[src/rtl/pc_defs_pkg.sv]
// Shared definitions for the PC generator slice.
//   pc_state_t           : FSM encodings BOOT / RUN / HOLD
//   PC_INCREMENT         : sequential fetch stride
//   DEFAULT_RESET_VECTOR : PC presented when leaving BOOT
//   DEFAULT_TRAP_VECTOR  : PC loaded on a misaligned redirect target
//   HIGH / LOW           : logic level constants
package pc_defs_pkg;

  typedef enum logic [1:0] {
    BOOT = 2'd0,
    RUN  = 2'd1,
    HOLD = 2'd2
  } pc_state_t;

  localparam logic [31:0] PC_INCREMENT         = 32'd4;
  localparam logic [31:0] DEFAULT_RESET_VECTOR = 32'h0000_0000;
  localparam logic [31:0] DEFAULT_TRAP_VECTOR  = 32'h0000_0100;

  localparam logic HIGH = 1'b1;
  localparam logic LOW  = 1'b0;

endpackage

[src/rtl/pc_redirect_buffer.sv]
// Holds one redirect target that arrived while the front end was stalled.
//   CLK         in   clock
//   RST         in   synchronous active-high reset, clears the pending flag
//   LOAD        in   capture TARGET (a newer target overwrites an older one)
//   DRAIN       in   redirect consumed, clear the pending flag
//   TARGET      in   32-bit redirect target to capture
//   PEND_TARGET out  buffered target
//   PENDING     out  a buffered target is waiting
module pc_redirect_buffer
  import pc_defs_pkg::*;
(
  input  logic        CLK,
  input  logic        RST,
  input  logic        LOAD,
  input  logic        DRAIN,
  input  logic [31:0] TARGET,
  output logic [31:0] PEND_TARGET,
  output logic        PENDING
);

  logic [31:0] pend_reg;
  logic        pending_reg;

  always_ff @(posedge CLK) begin
    if (RST) begin
      pend_reg    <= '0;
      pending_reg <= LOW;
    end else if (LOAD) begin
      // Load takes priority: the latest target seen during the stall wins.
      pend_reg    <= TARGET;
      pending_reg <= HIGH;
    end else if (DRAIN) begin
      pending_reg <= LOW;
    end
  end

  assign PEND_TARGET = pend_reg;
  assign PENDING     = pending_reg;

endmodule

[src/rtl/pc_generator.sv]
// Owns the architectural PC and drives the fetch register PC_IN / PC_VALID_IN.
// Sequential +4 fetch, branch/jump redirects from EX, redirects arriving under
// stall are buffered until the stall releases, and a boot delay keeps the PC
// invalid after reset until instruction memory is ready.
// Optional feature macro: PC_MISALIGN_TRAP_EN
//   defined   : a misaligned redirect target loads TRAP_VECTOR and pulses MISALIGN_TRAP
//   undefined : target[1:0] is forced to 2'b00, MISALIGN_TRAP port is absent
// Ports:
//   CLK                in   clock
//   RST                in   synchronous active-high reset
//   STALL_PC_GENERATOR in   hold the PC
//   BRANCH_TAKEN       in   redirect request from EX (level)
//   BRANCH_TARGET      in   32-bit redirect target
//   PC_OUT             out  current PC (registered)
//   PC_VALID_OUT       out  PC_OUT is a correct-path fetch address
//   REDIRECT_PENDING   out  buffered redirect waiting for stall release
//   MISALIGN_TRAP      out  one-cycle misaligned-target pulse (macro only)
module pc_generator
  import pc_defs_pkg::*;
#(
  parameter logic [31:0] RESET_VECTOR = DEFAULT_RESET_VECTOR,
  parameter int unsigned BOOT_DELAY   = 2,
  parameter logic [31:0] TRAP_VECTOR  = DEFAULT_TRAP_VECTOR
) (
  input  logic        CLK,
  input  logic        RST,
  input  logic        STALL_PC_GENERATOR,
  input  logic        BRANCH_TAKEN,
  input  logic [31:0] BRANCH_TARGET,
  output logic [31:0] PC_OUT,
  output logic        PC_VALID_OUT,
`ifdef PC_MISALIGN_TRAP_EN
  output logic        MISALIGN_TRAP,
`endif
  output logic        REDIRECT_PENDING
);

  pc_state_t   state_reg, state_next;
  logic [7:0]  boot_cnt_reg, boot_cnt_next;
  logic [31:0] pc_reg, pc_next;
  logic        trap_reg, trap_next;

  logic        buf_load, buf_drain, redirect_en;
  logic [31:0] pend_target, redirect_src, redirect_pc;
  logic        pending, misaligned;

  pc_redirect_buffer u_redirect_buffer (
    .CLK         (CLK),
    .RST         (RST),
    .LOAD        (buf_load),
    .DRAIN       (buf_drain),
    .TARGET      (BRANCH_TARGET),
    .PEND_TARGET (pend_target),
    .PENDING     (pending)
  );

  // On stall release a live redirect beats the buffered one, being newer.
  assign redirect_src = (state_reg == HOLD && !BRANCH_TAKEN) ? pend_target : BRANCH_TARGET;
  assign misaligned   = |redirect_src[1:0];

`ifdef PC_MISALIGN_TRAP_EN
  assign redirect_pc = misaligned ? TRAP_VECTOR : redirect_src;
`else
  assign redirect_pc = {redirect_src[31:2], 2'b00};
  wire unused_trap_vector = ^TRAP_VECTOR;
`endif

  always_ff @(posedge CLK) begin
    if (RST) begin
      state_reg    <= BOOT;
      boot_cnt_reg <= 8'(BOOT_DELAY);
      pc_reg       <= RESET_VECTOR;
      trap_reg     <= LOW;
    end else begin
      state_reg    <= state_next;
      boot_cnt_reg <= boot_cnt_next;
      pc_reg       <= pc_next;
      trap_reg     <= trap_next;
    end
  end

  always_comb begin
    state_next    = state_reg;
    boot_cnt_next = boot_cnt_reg;
    pc_next       = pc_reg;
    buf_load      = LOW;
    buf_drain     = LOW;
    redirect_en   = LOW;
    case (state_reg)
      BOOT: begin
        // Stall and branches are ignored while instruction memory wakes up.
        // A delay of 0 or 1 both leave BOOT on the first cycle.
        boot_cnt_next = (boot_cnt_reg == 8'd0) ? 8'd0 : boot_cnt_reg - 8'd1;
        if (boot_cnt_reg <= 8'd1) begin
          state_next = RUN;
        end
      end
      RUN: begin
        if (BRANCH_TAKEN) begin
          if (STALL_PC_GENERATOR) begin
            buf_load   = HIGH;
            state_next = HOLD;
          end else begin
            redirect_en = HIGH;
          end
        end else if (!STALL_PC_GENERATOR) begin
          pc_next = pc_reg + PC_INCREMENT;
        end
      end
      HOLD: begin
        if (STALL_PC_GENERATOR) begin
          buf_load = BRANCH_TAKEN;
        end else begin
          redirect_en = HIGH;
          buf_drain   = HIGH;
          state_next  = RUN;
        end
      end
      default: begin
        state_next = BOOT;
      end
    endcase
    if (redirect_en) begin
      pc_next = redirect_pc;
    end
  end

`ifdef PC_MISALIGN_TRAP_EN
  assign trap_next     = redirect_en & misaligned;
  assign MISALIGN_TRAP = trap_reg;
`else
  assign trap_next = LOW;
  wire unused_trap = trap_reg;
`endif

  assign PC_OUT           = pc_reg;
  // In HOLD pc_reg is wrong-path, so it is not offered to fetch.
  assign PC_VALID_OUT     = (state_reg == RUN);
  assign REDIRECT_PENDING = pending;

endmodule

[config.mk]
export PLATFORM = sky130hd
export DESIGN_NAME = pc_generator
export DESIGN_NICKNAME = d
export VERILOG_FILES = /design/src/rtl/pc_defs_pkg.sv /design/src/rtl/pc_redirect_buffer.sv /design/src/rtl/pc_generator.sv
export SDC_FILE = /design/constraint.sdc
export NUM_CORES = 1
export LEC_CHECK = 0
export CORE_AREA = 3 3 90 92
export DETAILED_ROUTE_END_ITERATION = 8
export DIE_AREA = 0 0 93 95
export HOLD_SLACK_MARGIN = 0.03
export PLACE_DENSITY = 0.77
export RECOVER_POWER = 25
export SYNTH_ARGS = -nofsm -noshare
export SYNTH_HDL_FRONTEND = slang
export SYNTH_SLANG_ARGS = --single-unit
[constraint.sdc]
create_clock -name CLK -period 2.5 [get_ports CLK]
set_input_delay 0.375 -clock CLK [delete_from_list [all_inputs] [get_ports CLK]]
set_output_delay 0.375 -clock CLK [all_outputs]
set_load 0.02 [all_outputs]
Word-level counts from Yosys, hierarchy flattened
Index checks and enable logic that the tools add are counted.

Flip-flop bits (word level): 75. Input port bits: 36. Output and inout port bits: 34.

Add/subtract/negate cells: 2. $lt $le $gt $ge: 1. Equal/unequal tests: 8. Multiplexer cells: 21. Bitwise logic cells: 2. Reductions and logical operators: 10.

Operators by type and width (number): 32-bit two-way mux (5); 32-bit by 3-bit adder with 32-bit output (second input constant) (1); 8-bit by 1-bit less-or-equal comparator with 1-bit output (second input constant) (1); 8-bit logical NOT (1); 1-bit two-way mux (8); 2-bit two-way mux (4); 8-bit two-way mux (1); 2-bit inequality test (second input constant) (4); 8-bit by 1-bit subtractor with 8-bit output (second input constant) (1); 2-bit one-hot mux with 3 select lines (1); 3-bit AND reduction (2); 2-bit by 1-bit inequality test with 1-bit output (second input constant) (2); 1-bit one-hot mux with 2 select lines (2); 4-bit AND reduction (1); 2-bit nonzero test (2); 2-bit by 1-bit equality test with 1-bit output (second input constant) (1); 2-bit equality test (second input constant) (1); 2-bit logical NOT (1); 1-bit NOT (2); 2-bit OR reduction (1); 1-bit logical AND (1); 1-bit logical NOT (1).

Longest topological paths before layout
Gate-level depths: netlist (run 1).

Word-level depth: 5. Mapped depth: 9. Depth with buffers taken out: 7.

Cells and area by module
From an unflattened synthesis (run 1), not the netlist that was laid out.

Cells, all modules: 457. Area, all modules: 4001.3 um^2.

Modules (own cells, without submodules): pc_generator (instances 1, cells each 349, area each 2796.4 um^2, sequential area each 800.8 um^2); pc_redirect_buffer (instances 1, cells each 108, area each 1204.9 um^2, sequential area each 660.6 um^2).

Worst setup path after synthesis (run 1)
No wires, ideal clock.

Path type: register to register. From: reg state_reg[1]. To: reg pc_reg[16] (netlist: PC_OUT[16]). Setup time: 74 ps. Data arrival time: 2115 ps. Data required time: 2426 ps. Path slack: 310 ps. Cell stages (with the launch flop): 8. Buffers on the path: 0. Period minus slack after synthesis: 2190 ps. Cells stage by stage: dfxtp_1 inv_1 ha_1 nor3b_4 nand2_2 or3_1 or4_1 a31oi_1.

Cells in the longest elaborated chain, start to end: 4.

RTL lines: from (decl) (RTL line pc_generator.sv:38) `pc_state_t state_reg, state_next;`; from (signal assigned) (RTL line pc_generator.sv:75) `state_reg <= state_next;`; 2-bit by 1-bit equality test with 1-bit output (*); via PC_VALID_OUT (RTL line pc_generator.sv:31) `output logic PC_VALID_OUT,`; 1-bit one-hot mux with 2 select lines (RTL line pc_generator.sv:89) `case (state_reg)`; 2-bit by 1-bit inequality test with 1-bit output (no line) / 2-bit nonzero test (equally long branches); 3-bit AND reduction (no line); to (signal assigned) (RTL line pc_generator.sv:77) `pc_reg <= pc_next;`; to (decl) (RTL line pc_generator.sv:40) `logic [31:0] pc_reg, pc_next;`.

The timed path passes the listed nets; every way through them passes the cells marked *. A chain may end at the register's enable or synchronous reset.

Final worst setup path (run 1)
From: in BRANCH_TAKEN. To: reg pc_reg[28] (netlist: PC_OUT[28]).

Cells in the longest elaborated chain, start to end: 4.

RTL lines: from (decl) (RTL line pc_generator.sv:28) `input logic BRANCH_TAKEN,`; 1-bit two-way mux / 1-bit logical NOT (equally long branches) (RTL line pc_generator.sv:99, pc_generator.sv:58); 1-bit one-hot mux with 2 select lines / 1-bit logical AND (equally long branches) (RTL line pc_generator.sv:89, pc_generator.sv:58); 2-bit by 1-bit inequality test with 1-bit output (no line), or another cell as far along; 3-bit AND reduction (no line) / 32-bit two-way mux (equally long branches).

Several ways; a longest one is shown, not always the timed one.

==> reports/metrics.cfg, run 1 <==
[outcome]
run_status=completed

[global_routing]
grt_max_degree=22
grtUsageTotal=0.242
grt_pass1_vias=3583
grt_pass1_wl_mm=17.1
antenna_found_initial=0
overflow=0

[floorplan]
num_rows=31
die_x_microns=93
pin_count=70
die-area_sq_um=8840
fp.dieH_microns=95
core_region_area_sq_um=7290
start_util=0.516

[routing]
drt_wl_total_mm=10.5
drc=0
drt_iter0_markers=243
vias=3961
firstDrtPassIters=5
routed_via_density=5.75
drtAntennaViolNets=0
wl_per_cell_microns=15.2

[sta]
worst_hold_slack_ns=0.455
max_freq_mhz=451
setup_violations=0
timing.final.ws_setup_ns=0.285
grt_setup_unrepaired=no
maxSlewViolCount=0
hold_viol=0
worst_pin_slew_ns=0.796
timing.setup.tns_ns=0
fin_skew_ns=0.00813
timing.final.crit_share=0.886
maxSlewHeadroom=0.469
period_minus_slack_ns=2.22

[place]
preCtsSetupSlack_ns=0.0243
dp_hpwl_mm=7.61
routabilityCongestion=0.893
port_buffers=65

[clock_network]
clkTransAtPathRegs_ns=0.07
h-tree-depth=3
ctsResizeCount=0
cts_setup_buffers=0
hold_buffers=0
cts_root_buf=clkbuf_8
cts_tree=done
clockBufferDepth=2
clock_latency_ns=0.34
cts_buffers=9
cts.sinks=71

[synth]
ys.flop_type=dfxtp_1
yosysTopAreaCell=dfxtp_1
synth_seq_area_share=0.377
syn_inst=513
ys_warn_count=0
yosys-top-cells-area=dfxtp_1 38%, nand2_1 15%, a21oi_1 8.5%
netlist_area_sq_um=3770
synth_edf_count=0
ys_ff_latch=71
synth_top_area_frac=0.377
async_reset_ff_frac=0
syn_avg_cell_area_sq_um=7.34
synthDistinctLibCells=56

[setup_path]
crit_arrival_ns=2.46
crit_fanout=7
worst_setup_path_start_kind=input port
regToRegSetupSlack_ns=0.29
endpoint_kind=flop
path_class=in2reg
worstReg2RegEnd=PC_OUT[16]$_SDFFE_PP0P_
r2r-start=state_reg[0]$_SDFFE_PP0P_
critPathRequiredTime_ns=2.74
r2r_cells=7

[final_layout]
nNetsFinal=630
syn2layout_area_growth_pct=26.5
antenna_cells=0
fin_util=0.653
drive_gt1_frac=0.0881

[hold_path]
hold_path_class=reg2reg
hp-start=u_redirect_buffer.PEND_TARGET[4]$_SDFFE_PP0P_
hold_path_depth=2
hold-path-endpoint=u_redirect_buffer.PEND_TARGET[4]$_SDFFE_PP0P_

[pwr]
fin_total_pwr_mw=3.27
power_density_nw_per_um2=686
ir_worst_vdd_v=0.000295
p_leak_nw=1.72

[run]
maxCapViolations=0

-- synth_stat cells (10+ instances only) --
cell type    n
dfxtp_1     71
a21oi_1     64
clkbuf_1    19
nor3_1      11
a311oi_1    10
a31oi_1     12
nor2_1      21
and3_1      13
xnor2_1     11
nand2_1    146
nand3_1     21
o21ai_0     12
-- cell families after synthesis --
kind of cell    after synthesis  share of synthesized area
compound gates              116                      0.186
xor+xnor                     16                     0.0372
fa+ha+maj                     7                     0.0233
buf+inv                      41                     0.0435
flops                        71                      0.377
mux                           3                    0.00831
other cells                   1                   0.000996
simple gates                258                      0.323
-- where the power goes --
group / switching, mW / internal (mW) / leakage (nW)
logic: 0.567 / 0.478 / 1.07
registers: 0.166 / 1.30 / 0.575
clock network: 0.413 / 0.347 / 0.0761
-- how the worst max path moves through the flow --
stage                                          to  cells after the start                      start  slack [ns]
after detailed placement  PC_OUT[28]$_SDFFE_PP0P_                      6               BRANCH_TAKEN        0.02
after global placement    PC_OUT[28]$_SDFFE_PP0P_                      6               BRANCH_TAKEN        0.07
after floorplan           PC_OUT[16]$_SDFFE_PP0P_                      7  state_reg[1]$_SDFFE_PP0P_        0.31
after global routing      PC_OUT[28]$_SDFFE_PP0P_                      7  state_reg[1]$_SDFFE_PP0P_        0.11
after CTS                 PC_OUT[16]$_SDFFE_PP0P_                      7  state_reg[0]$_SDFFE_PP0P_        0.29
final                     PC_OUT[28]$_SDFFE_PP0P_                      6               BRANCH_TAKEN        0.28
-- worst max-delay path, stage by stage --
cell and delay (ns):
dlygate4sd3_1 0.66, or3b_1 0.53, a21oi_1 0.36, a311oi_1 0.12, a211o_1 0.30, o221a_2 0.11
-- per-stage QoR --
step	std cells	cell area, sq um
after global routing	689	4760
after global placement	675	4630
after detailed placement	675	4630
after floorplan	514	3770
after CTS	689	4780
final	689	4760
-- area by class of cell --
cell class	instances	area, sq um
clock buffers	12	135
clock inverters	2	10.0
fillers	680	2530
inverters	10	37.5
multi-input cells	402	2190
flip-flops and latches	71	1420
well taps	99	124
repair buffers	93	845
-- per-layer routing --
| layer | wire length [microns] | track usage | up-vias |
|---|---|---|---|
| li1 | - | - | 1940 |
| met1 | 4650 | 0.316 | 1860 |
| met2 | 4990 | 0.407 | 146 |
| met3 | 673 | 0.0367 | 15 |
| met4 | 176 | 0.0879 | 0 |
| met5 | 0 | 0 | - |
-- cells in the final DEF, fill, tap and decap left out, types with 6 or more instances in the layout --
master	n
a21oi_1	64
a311oi_1	10
a31oi_1	12
and3_1	13
buf_4	25
clkbuf_1	6
clkbuf_8	9
clkdlybuf4s50_1	63
dfxtp_1	71
ha_1	7
inv_1	9
nand2_1	146
nand3_1	21
nand4_1	8
nor2_1	21
nor3_1	11
o21ai_0	12
or3_1	6
xnor2_1	11
Power figures use the tool's default switching activity.
==> run 2, diff against run 1 <==
SETUP_SLACK_MARGIN = 0.05   (was not set)
clock period = 2.43 ns   (was 2.5 ns; I/O delays follow)
==> reports/metrics.cfg, run 2 (synthesized netlist as in run 1, its figures left out) <==
[outcome]
run_status=completed

[setup_path]
cp_cell_sequence=nand4_2 -> or4_4 -> nor3_1 -> mux2_2 -> o22a_1
crit_fanout=7  ; unchanged
cp_slowest_cell=or4_4
worst_setup_path_start_kind=flop
crit_arrival_ns=2.44  ; -0.02 ns
slowest_delay_ns=0.62  ; -0.04 ns
path_class=reg2reg
endpoint_kind=flop
critPathRequiredTime_ns=2.66  ; -0.08 ns

[global_routing]
grt_pass1_wl_mm=17.5  ; +2.3%
grtUsageTotal=0.247  ; +0.00470
antenna_found_initial=0  ; unchanged
use_met2=0.387  ; -0.0204
grtUsageMet1=0.331  ; +0.0155
use_met3=0.0422  ; +0.00558
overflow=0  ; unchanged
grt_pass1_vias=3725  ; +4.0%
busiest_layer=met2
grt_max_degree=28  ; +27%

[routing]
vias=3955  ; -0.15%
drt_iter0_markers=226  ; -7.0%
routed_via_density=5.71  ; -0.73%
drc=0  ; unchanged
wl_per_cell_microns=15.1  ; -1.1%
firstDrtPassIters=5  ; unchanged
drt_wl_total_mm=10.4  ; -0.49%
drtAntennaViolNets=0  ; unchanged

[final_layout]
layout_commonest_cell=nand2_1
antenna_cells=0  ; unchanged
nNetsFinal=633  ; +0.48%
drive_gt1_frac=0.0976  ; +0.00951
mostFrequentLayoutCells=146 x nand2_1, 71 x dfxtp_1, 64 x a21oi_1, 64 x clkdlybuf4s50_1, 29 x buf_4
fin_util=0.662  ; +0.00824
syn2layout_area_growth_pct=28.1
fin_cells=693  ; +0.58%

[place]
dp_hpwl_mm=7.50  ; -1.4%
routabilityCongestion=0.896  ; +0.37%
placedCellCount=678  ; +0.44%
port_buffers=65  ; unchanged

[floorplan]
core_region_area_sq_um=7290  ; unchanged
start_util=0.516  ; unchanged
die_x_microns=93  ; unchanged
fp.dieH_microns=95  ; unchanged
num_rows=31  ; unchanged
pin_count=70  ; unchanged
die-area_sq_um=8840  ; unchanged

[pwr]
p_comb_frac=0.311  ; -0.009
ir_worst_vdd_v=0.000377  ; +28%
switching_share=0.344  ; -0.00733
p_int_mw=2.29  ; +8.1%
power_density_nw_per_um2=724  ; +5.5%
clockPowerShare=0.260  ; +0.027
power_frac_seq=0.429  ; -0.018
p_leak_nw=1.75  ; +1.8%
switchingPower_mw=1.20  ; +4.6%

[sta]
maxSlewViolCount=0  ; unchanged
maxSlewHeadroom=0.431  ; -0.0382
timing.final.crit_share=0.908
period_minus_slack_ns=2.21
grt_setup_unrepaired=no
setup_violations=0  ; unchanged
fin_skew_ns=0.0114  ; +0.00322 ns
max_freq_mhz=453
timing.setup.tns_ns=0  ; unchanged
worst_pin_slew_ns=0.853  ; +0.0573 ns
hold_viol=0  ; unchanged

[hold_path]
hold_path_class=reg2reg

[clock_network]
hold_buffers=0  ; unchanged
clkTransAtPathRegs_ns=0.07  ; about the same
cts.sinks=71  ; unchanged
clock_latency_ns=0.35  ; about the same
ctsResizeCount=0  ; unchanged
cts_setup_buffers=0  ; unchanged
cts_buffers=9  ; unchanged
h-tree-depth=3  ; unchanged
cts_tree=done
clockBufferDepth=2  ; unchanged
cts_root_buf=clkbuf_8

[run]
maxCapViolations=0  ; unchanged

==> run 2: cell type report <==
cell class                      count  area, sq um
Clock buffer                       11          131
Clock inverter                      4         47.5
Fill cell                         657         2470
Inverter                           10         37.5
Multi-Input combinational cell    402         2190
Sequential cell                    71         1420
Tap cell                           99          124
Timing Repair Buffer               96          871
==> run 2: layer usage <==
metal,part of all wire,wire length [microns]
met1,0.45,4730
met2,0.46,4810
met3,0.069,723
met4,0.016,168
met5,0,0
==> run 2: critical path: cells and delay by family, from the launching register on <==
family / cells / cell delay (ns)
muxes: 1 / 0.37
and+or+nand+nor: 3 / 1.10
DFF: 1 / 0.46
AOI/OAI and AO/OA: 1 / 0.16
==> run 2: final timing paths <==
check	startpoint	cells past startpoint	end	slack (ns)
setup / recovery	PC_OUT[5]$_SDFFE_PP0P_	5	PC_OUT[27]$_SDFFE_PP0P_	0.22
hold / removal	u_redirect_buffer.PEND_TARGET[16]$_SDFFE_PP0P_	2	u_redirect_buffer.PEND_TARGET[16]$_SDFFE_PP0P_	0.46
setup reg to reg	PC_OUT[5]$_SDFFE_PP0P_	5	PC_OUT[27]$_SDFFE_PP0P_	0.22
hold reg to reg	u_redirect_buffer.PEND_TARGET[16]$_SDFFE_PP0P_	2	u_redirect_buffer.PEND_TARGET[16]$_SDFFE_PP0P_	0.46
==> run 2: power by group through the flow <==
| stage | clock network [mW] | registers [mW] | logic, mW |
|---|---|---|---|
| 6_report | 0.909 | 1.50 | 1.08 |
| 5_1_grt | 0.972 | 1.52 | 1.20 |
| 4_1_cts | 0.922 | 1.50 | 1.09 |
| 3_5_place_dp | 0 | 1.52 | 1.09 |
| 3_3_place_gp | 0 | 1.51 | 1.05 |
| 2_1_floorplan | 0 | 1.55 | 0.648 |
==> run 2: stage by stage <==
stage          total power, mW  hold WS, ns  instance area, sq um  setup WS, ns
2_1_floorplan             2.20        0.436                  3770         0.240
3_3_place_gp              2.56        0.441                  4650        0.0765
3_5_place_dp              2.61        0.448                  4650        0.0438
4_1_cts                   3.51        0.448                  4830         0.239
5_1_grt                   3.69        0.461                  4820        0.0823
6_report                  3.49        0.457                  4820         0.224
